--- config.mk ---
export PLATFORM = sky130hd
export DESIGN_NAME = pc_fetch_ctrl
export DESIGN_NICKNAME = d
export VERILOG_FILES = /design/src/rtl/pc_fetch_ctrl.sv
export SDC_FILE = /design/constraint.sdc
export NUM_CORES = 1
export LEC_CHECK = 0
export BUFFER_PORTS_ARGS = -buffer_cell sky130_fd_sc_hd__clkbuf_2
export CORE_ASPECT_RATIO = 0.6
export CORE_MARGIN = 10
export CORE_UTILIZATION = 43
export CTS_CLUSTER_DIAMETER = 150
export DETAILED_ROUTE_END_ITERATION = 12
export GPL_TIMING_DRIVEN = 0
export PLACE_DENSITY_LB_ADDON = 0.25
export SYNTH_ARGS = -nofsm -noshare
export SYNTH_HDL_FRONTEND = slang
export SYNTH_SLANG_ARGS = --single-unit
--- constraint.sdc ---
create_clock -name clk -period 2.1 [get_ports clk]
set_input_delay 0.42 -clock clk [delete_from_list [all_inputs] [get_ports clk]]
set_output_delay 0.42 -clock clk [all_outputs]
set_load 0.02 [all_outputs]
--- src/rtl/pc_fetch_ctrl.sv ---
// PC ownership and instruction fetch sequencing for the MIPS core.
// Optional fetch watchdog enabled by defining IMEM_TIMEOUT_EN.
//
// state  | meaning
// -------+-------------------------------------------------------------
// IDLE   | first cycle out of reset, no request yet
// FETCH  | request issued at pc, ack may return this cycle
// WAIT   | request held stable until ack (or watchdog expiry)
// EXEC   | instruction presented to datapath, commit unless blocked
// HALTED | parked, no requests; only reset leaves this state
module pc_fetch_ctrl #(
    parameter logic [31:0] RESET_PC = 32'h0000_3000,
    parameter logic [31:0] EXC_VEC  = 32'h0000_4180
`ifdef IMEM_TIMEOUT_EN
    , parameter int unsigned TIMEOUT_CYC = 16
`endif
) (
    input  logic        clk,
    input  logic        rst_n,
    output logic        imem_req,
    output logic [29:0] imem_addr,
    input  logic        imem_ack,
    input  logic [31:0] imem_rdata,
    output logic [31:0] instr,
    output logic        instr_valid,
    output logic [29:0] pc,
    input  logic [29:0] npc,
    input  logic        stall,
    input  logic        exc,
    input  logic        halt,
    output logic [31:0] inst_cnt,
    output logic        fetch_err
);

    localparam logic [2:0] S_IDLE   = 3'd0;
    localparam logic [2:0] S_FETCH  = 3'd1;
    localparam logic [2:0] S_WAIT   = 3'd2;
    localparam logic [2:0] S_EXEC   = 3'd3;
    localparam logic [2:0] S_HALTED = 3'd4;

    logic [2:0] state;
    logic [2:0] state_nxt;
    logic       tmo_hit;

    assign imem_req    = (state == S_FETCH) || (state == S_WAIT);
    assign imem_addr   = imem_req ? pc : 30'h0;
    assign instr_valid = (state == S_EXEC) & ~stall & ~exc & ~halt;

    always_comb begin
        state_nxt = state;
        case (state)
            S_IDLE:  state_nxt = S_FETCH;
            S_FETCH, S_WAIT: begin
                if (imem_ack)     state_nxt = S_EXEC;
                else if (tmo_hit) state_nxt = S_HALTED;
                else              state_nxt = S_WAIT;
            end
            S_EXEC: begin
                if (exc)         state_nxt = S_FETCH;
                else if (halt)   state_nxt = S_HALTED;
                else if (!stall) state_nxt = S_FETCH;
            end
            S_HALTED: state_nxt = S_HALTED;
            default:  state_nxt = S_IDLE;
        endcase
    end

    always_ff @(posedge clk or negedge rst_n) begin
        if (!rst_n) begin
            state    <= S_IDLE;
            pc       <= RESET_PC[31:2];
            instr    <= 32'h0;
            inst_cnt <= 32'h0;
        end else begin
            state <= state_nxt;
            if (imem_req && imem_ack)
                instr <= imem_rdata;
            if (state == S_EXEC) begin
                if (exc) begin
                    pc <= EXC_VEC[31:2];
                end else if (!halt && !stall) begin
                    pc       <= npc;
                    inst_cnt <= inst_cnt + 32'd1;
                end
            end
        end
    end

`ifdef IMEM_TIMEOUT_EN
    // Down-counter reloaded on every entry to FETCH; terminal count at zero
    // marks the TIMEOUT_CYC-th unacknowledged request cycle.
    localparam logic [15:0] TMO_LOAD = 16'(TIMEOUT_CYC - 1);

    logic [15:0] tmo_cnt;

    assign tmo_hit = (tmo_cnt == 16'h0);

    always_ff @(posedge clk or negedge rst_n) begin
        if (!rst_n) begin
            tmo_cnt   <= TMO_LOAD;
            fetch_err <= 1'b0;
        end else begin
            if (state_nxt == S_FETCH)
                tmo_cnt <= TMO_LOAD;
            else if (imem_req && !imem_ack && !tmo_hit)
                tmo_cnt <= tmo_cnt - 16'd1;
            if (imem_req && !imem_ack && tmo_hit)
                fetch_err <= 1'b1;
        end
    end
`else
    assign tmo_hit   = 1'b0;
    assign fetch_err = 1'b0;
`endif

endmodule

Word-level counts from Yosys, hierarchy flattened
Cells that the tools add are included.
- register bits after elaboration: 97
- input port bits: 68
- output and inout port bits: 127
- word-level logic and storage cells: 34
- $add $sub $neg: 1
- eq/ne operators: 5
- mux-type cells: 8
- bitwise gates (word level): 6
- reductions and logical operators: 10
- operator list (kind ; number):
    $mux W30 ; 3
    $add A32 B1 Y32 const B ; 1
    $pmux W3 S4 ; 1
    $mux W3 ; 3
    $eq A3 B2 Y1 const B ; 2
    $ne A4 B4 Y1 const B ; 1
    $and A1 B1 Y1 ; 3
    $eq A3 B1 Y1 const B ; 1
    $eq A3 B3 Y1 const B ; 1
    $logic_not A3 Y1 ; 1
    $not A1 Y1 ; 3
    $reduce_and A3 Y1 ; 1
    $logic_and A1 B1 Y1 ; 2
    $logic_not A1 Y1 ; 2
    $reduce_and A2 Y1 ; 1
    $reduce_bool A2 Y1 ; 1
    $reduce_or A2 Y1 ; 1
    $logic_or A1 B1 Y1 ; 1
    $mux W1 ; 1

Longest topological paths before layout
- depth after elaboration: 4
- depth in mapped cells: 6
- gate-level depth less buffers: 5

Worst setup path after synthesis
OpenSTA, ideal clock, no wires.
- path type: flip-flop to output port
- start: register state[0]
- end: output port imem_addr[20]
- arrival time: 1.332 ns
- slack: 0.348 ns
- cell stages (with the launch flop): 5
- buffers on the path: 1
- cell sequence: dfrtp_1 > xnor2_1 > nor2_2 > clkbuf_1 > and2_1
- cells in the longest elaborated chain, start to end: 3
- elaborated cells on any way between the ends: 4
- RTL lines (element ; line ; source):
    from (decl) ; 41 ; logic [2:0] state;
    from (signal assigned) ; 75 ; state <= state_nxt;
    $eq A3 B1 Y1 / $eq A3 B2 Y1 (equally long branches) ; 45 ; assign imem_req = (state == S_FETCH) || (state == S_WAIT);
    $logic_or A1 B1 Y1 (*) ; 45 ;
    net imem_req ; 20 ; output logic imem_req,
    $mux W30 (*) ; 46 ; assign imem_addr = imem_req ? pc : 30'h0;
    to (decl) ; 21 ; output logic [29:0] imem_addr,
Mark *: on every way through the listed nets, which the timed path passes. The rest lies on a longest branch.

Worst setup path in the final report
- start: register state[1]
- end: output port imem_addr[7]
- cells in the longest elaborated chain, start to end: 3
- elaborated cells on any way between the ends: 4
- RTL lines (element ; line):
    $eq A3 B1 Y1 / $eq A3 B2 Y1 (equally long branches) ; 45
    $logic_or A1 B1 Y1 (*) ; 45
    $mux W30 (*) ; 46
Every way passes the cells marked *; elsewhere a longest branch is shown, timed or not.

==> key figures <==
GRT
  – Largest net degree at the start of global routing: 50
  – Vias in the first global route: approximately 3400
  – First-pass GRT wire length: roughly 19000 microns
  – Grt total ovfl: 0
  – Initial antenna violation count: 0
  – GRT Util Overall: around 16%

Logic synthesis
  – Mapped cell area: around 4100 sq um
  – EDFF count, synth: 0
  – Ys async rst share: 100%
  – Yosys reg bits: 97
  – Synth Flop Type: dfrtp_1
  – Syn. warnings: 0
  – Ranking of synthesized cells by area: dfrtp_1, mux2_2, a22o_1, and2_1, xnor2_1
  – Syn nets: 392
  – Mean Syn Cell Area: 12.8 sq um
  – Gate Count Post-Synth: between 300 and 400
  – Yosys cell types: 41
  – Area leader, netlist: dfrtp_1
  – Sequential-to-total area share from yosys stat: between 50% and 60%
  – Share of Yosys cell area claimed by the top area cell type: roughly 57%

Die
  – Vert. Die Dim: around 96 microns
  – Initial core utilization: 44.6%
  – Die footprint: approximately 14000 sq um
  – Std cell rows: 27
  – Chip Width: between 100 and 150 microns
  – Core outline area: a little over 9000 sq um
  – I/O Pins: roughly 200

Detailed routing
  – Via count of the routed design: between 3000 and 4000
  – Initial drt markers: around 150
  – WL final: 11600 microns
  – Drt wl/cell: around 17 microns
  – Final ANT Viol Nets: 0
  – DR pass1 iterations: 4
  – Post-route DRC: 0
  – Vias/cell: roughly 4.9

STA
  – Fin crit period: approximately 2 ns
  – Final Setup Violations: 0
  – Hold Violations, Final: 0
  – Max frequency: 0.488 GHz
  – Final worst-path cycle share: a little over nine tenths
  – Clock Skew: 0.00516 ns
  – Slew HR: between 50% and 60%
  – Worst slew pin tran: 0.670 ns
  – Max Slew Vio Count: 0
  – Hold WS: 0.145 ns
  – Worst setup margin: between 0.05 and 0.06 ns
  – RSZ-0062 raised after global routing: yes
  – Post-Route Setup TNS: 0 ns

Worst setup path
  – Startpoint Class: flip-flop
  – Reg2reg end: instr[27]
  – R2r setup slk: between 0.2 and 0.3 ns
  – Critical path class: reg -> out
  – CP required: between 1.5 and 2 ns
  – Crit end category: output port
  – R2r worst-path depth: 6
  – Crit-path max FO: 10
  – RR Startpoint: state[1]
  – Worst EP arrival: 1.63 ns

Power
  – Register share of total power: 35.3%
  – Cell Pwr Density: roughly 1400 nW/um^2
  – Internal power: ~5 mW
  – Total power: a little over 8 mW
  – VDD IR max: between 700 and 800 uV
  – Combinational share of power: between 40% and 50%
  – Switching part of the total power: 39.1%
  – Leakage power: 2.97 nW
  – Clock network fraction of design power: 19.5%
  – Net Switching: 3.16 mW

Clock tree
  – CTS max path bufs: 2
  – Clk sinks: between 90 and 100
  – H-tree levels: 3
  – Root Driver: clkbuf_16
  – Cts bufs inserted: 9
  – Clock slew at reported path FFs: roughly 0.060 ns
  – CTS tree: yes
  – Worst-skew pair later-pin latency: around 0.33 ns
  – Hold buffers post-CTS: 0

Final layout
  – Most frequent cells in the layout: clkbuf_2, dfrtp_1, and2_1, mux2_2, a22o_1
  – Commonest non-fill, non-tap cell in the layout: clkbuf_2
  – Post-layout nets: approximately 600
  – Design Area, Final: about 5700 sq um
  – Final Non-Filler Cells: between 600 and 700
  – Final core occ: around three fifths
  – Syn-to-layout area delta: 37.5%
  – Antenna cell count: 0
  – Layout cells sized above 1: about half

Placement
  – Placed inst area: ~5300 sq um
  – RD Place Congestion: a little under 0.8
  – DP Worst Slack: roughly 0.045 ns
  – Port Buffer Count: 193
  – HPWL after DPL: 9210 microns
  – Placed Cells: 647

Run
  – Max-cap viol count: 0

Outcome
  – Status: finished clean

Min path
  – Hold Crit Class: in -> async
worst max-delay path by stage:
| stage | depth (start not counted) | startpoint | slack (ns) | end |
|---|---|---|---|---|
| 6_report | 5 | state[1] | 0.05 | imem_addr[7] |
| 5_1_grt | 5 | state[1] | -0.04 | imem_addr[15] |
| 4_1_cts | 5 | state[0] | 0.005 | imem_addr[27] |
| 3_5_place_dp | 6 | exc | 0.05 | instr_valid |
| 3_3_place_gp | 1 | rst_n | -0.56 | inst_cnt[28] |
| 2_1_floorplan | 4 | state[0] | 0.35 | imem_addr[20] |
critical path, stage by stage, from the launching register on:
cell and delay (ns):
dfrtp_2 0.44, xnor2_2 0.16, nor2_4 0.21, clkbuf_8 0.20
and2_1 0.12, clkbuf_2 0.16
power by group through the flow:
stage / sequential [mW] / clock, mW / combinational, mW
detailed placement: 2.89 / 0 / 3.42
floorplan: 3.52 / 0 / 1.51
CTS: 2.85 / 1.62 / 3.71
global route: 2.94 / 1.68 / 3.97
finish: 2.86 / 1.58 / 3.66
global placement: 2.86 / 0 / 3.37
metal layers:
| layer | track usage, % | wire [microns] | up-vias | share of wire (%) |
|---|---|---|---|---|
| li1 | - | - | 1559 | - |
| met1 | 21.4 | 5440 | 1570 | 47 |
| met2 | 25.0 | 5050 | 140 | 43 |
| met3 | 7.21 | 1090 | 8 | 9.3 |
| met4 | 3.48 | 65 | 0 | 0.56 |
| met5 | 0 | 0 | - | 0 |
cell type report:
class                      count  area, sq um
tap                          130          163
timing repair buffer         200         1050
fill                         761         3590
multi-input combinational    206         1640
buffer                        17          119
inverter                       3         11.3
clock buffer                  10          229
sequential                    97         2430
clock inverter                 5         57.6
state kept, by name, summed over array words and instances (netlist names):
name,count
pc,30
state,3
instr,32
inst_cnt,32
cells in the mapped netlist, types with 2 or more instances:
cell,instances
clkbuf_1,8
dfrtp_1,95
nor2_1,6
buf_2,4
inv_1,3
and4_2,2
nand2_1,15
xnor2_1,21
nand3_1,12
buf_4,4
o22a_1,3
nand4_1,8
a22o_1,27
nand4_2,2
xor2_1,11
and4_1,6
mux2_2,31
dfstp_2,2
nor3_1,9
and2_1,32
and3_1,2
logic make-up after synthesis:
family	share of synthesized area, %
AOI/OAI and AO/OA	7.30
and+or+nand+nor	16.0
DFF	58.6
other	0.0904
xor gates and xnor gates	6.76
muxes	8.69
adders and majority gates	0.302
buffers and inverters	2.32
what timing repair did:
item                       in CTS  in global routing
setup buffers                   5                  0
gates resized for setup        17                  5
setup endpoints to repair      31                 30
pin swaps                       2                  1
cloned                          1                  0
Note: power is estimated with default switching activity, not from simulation.
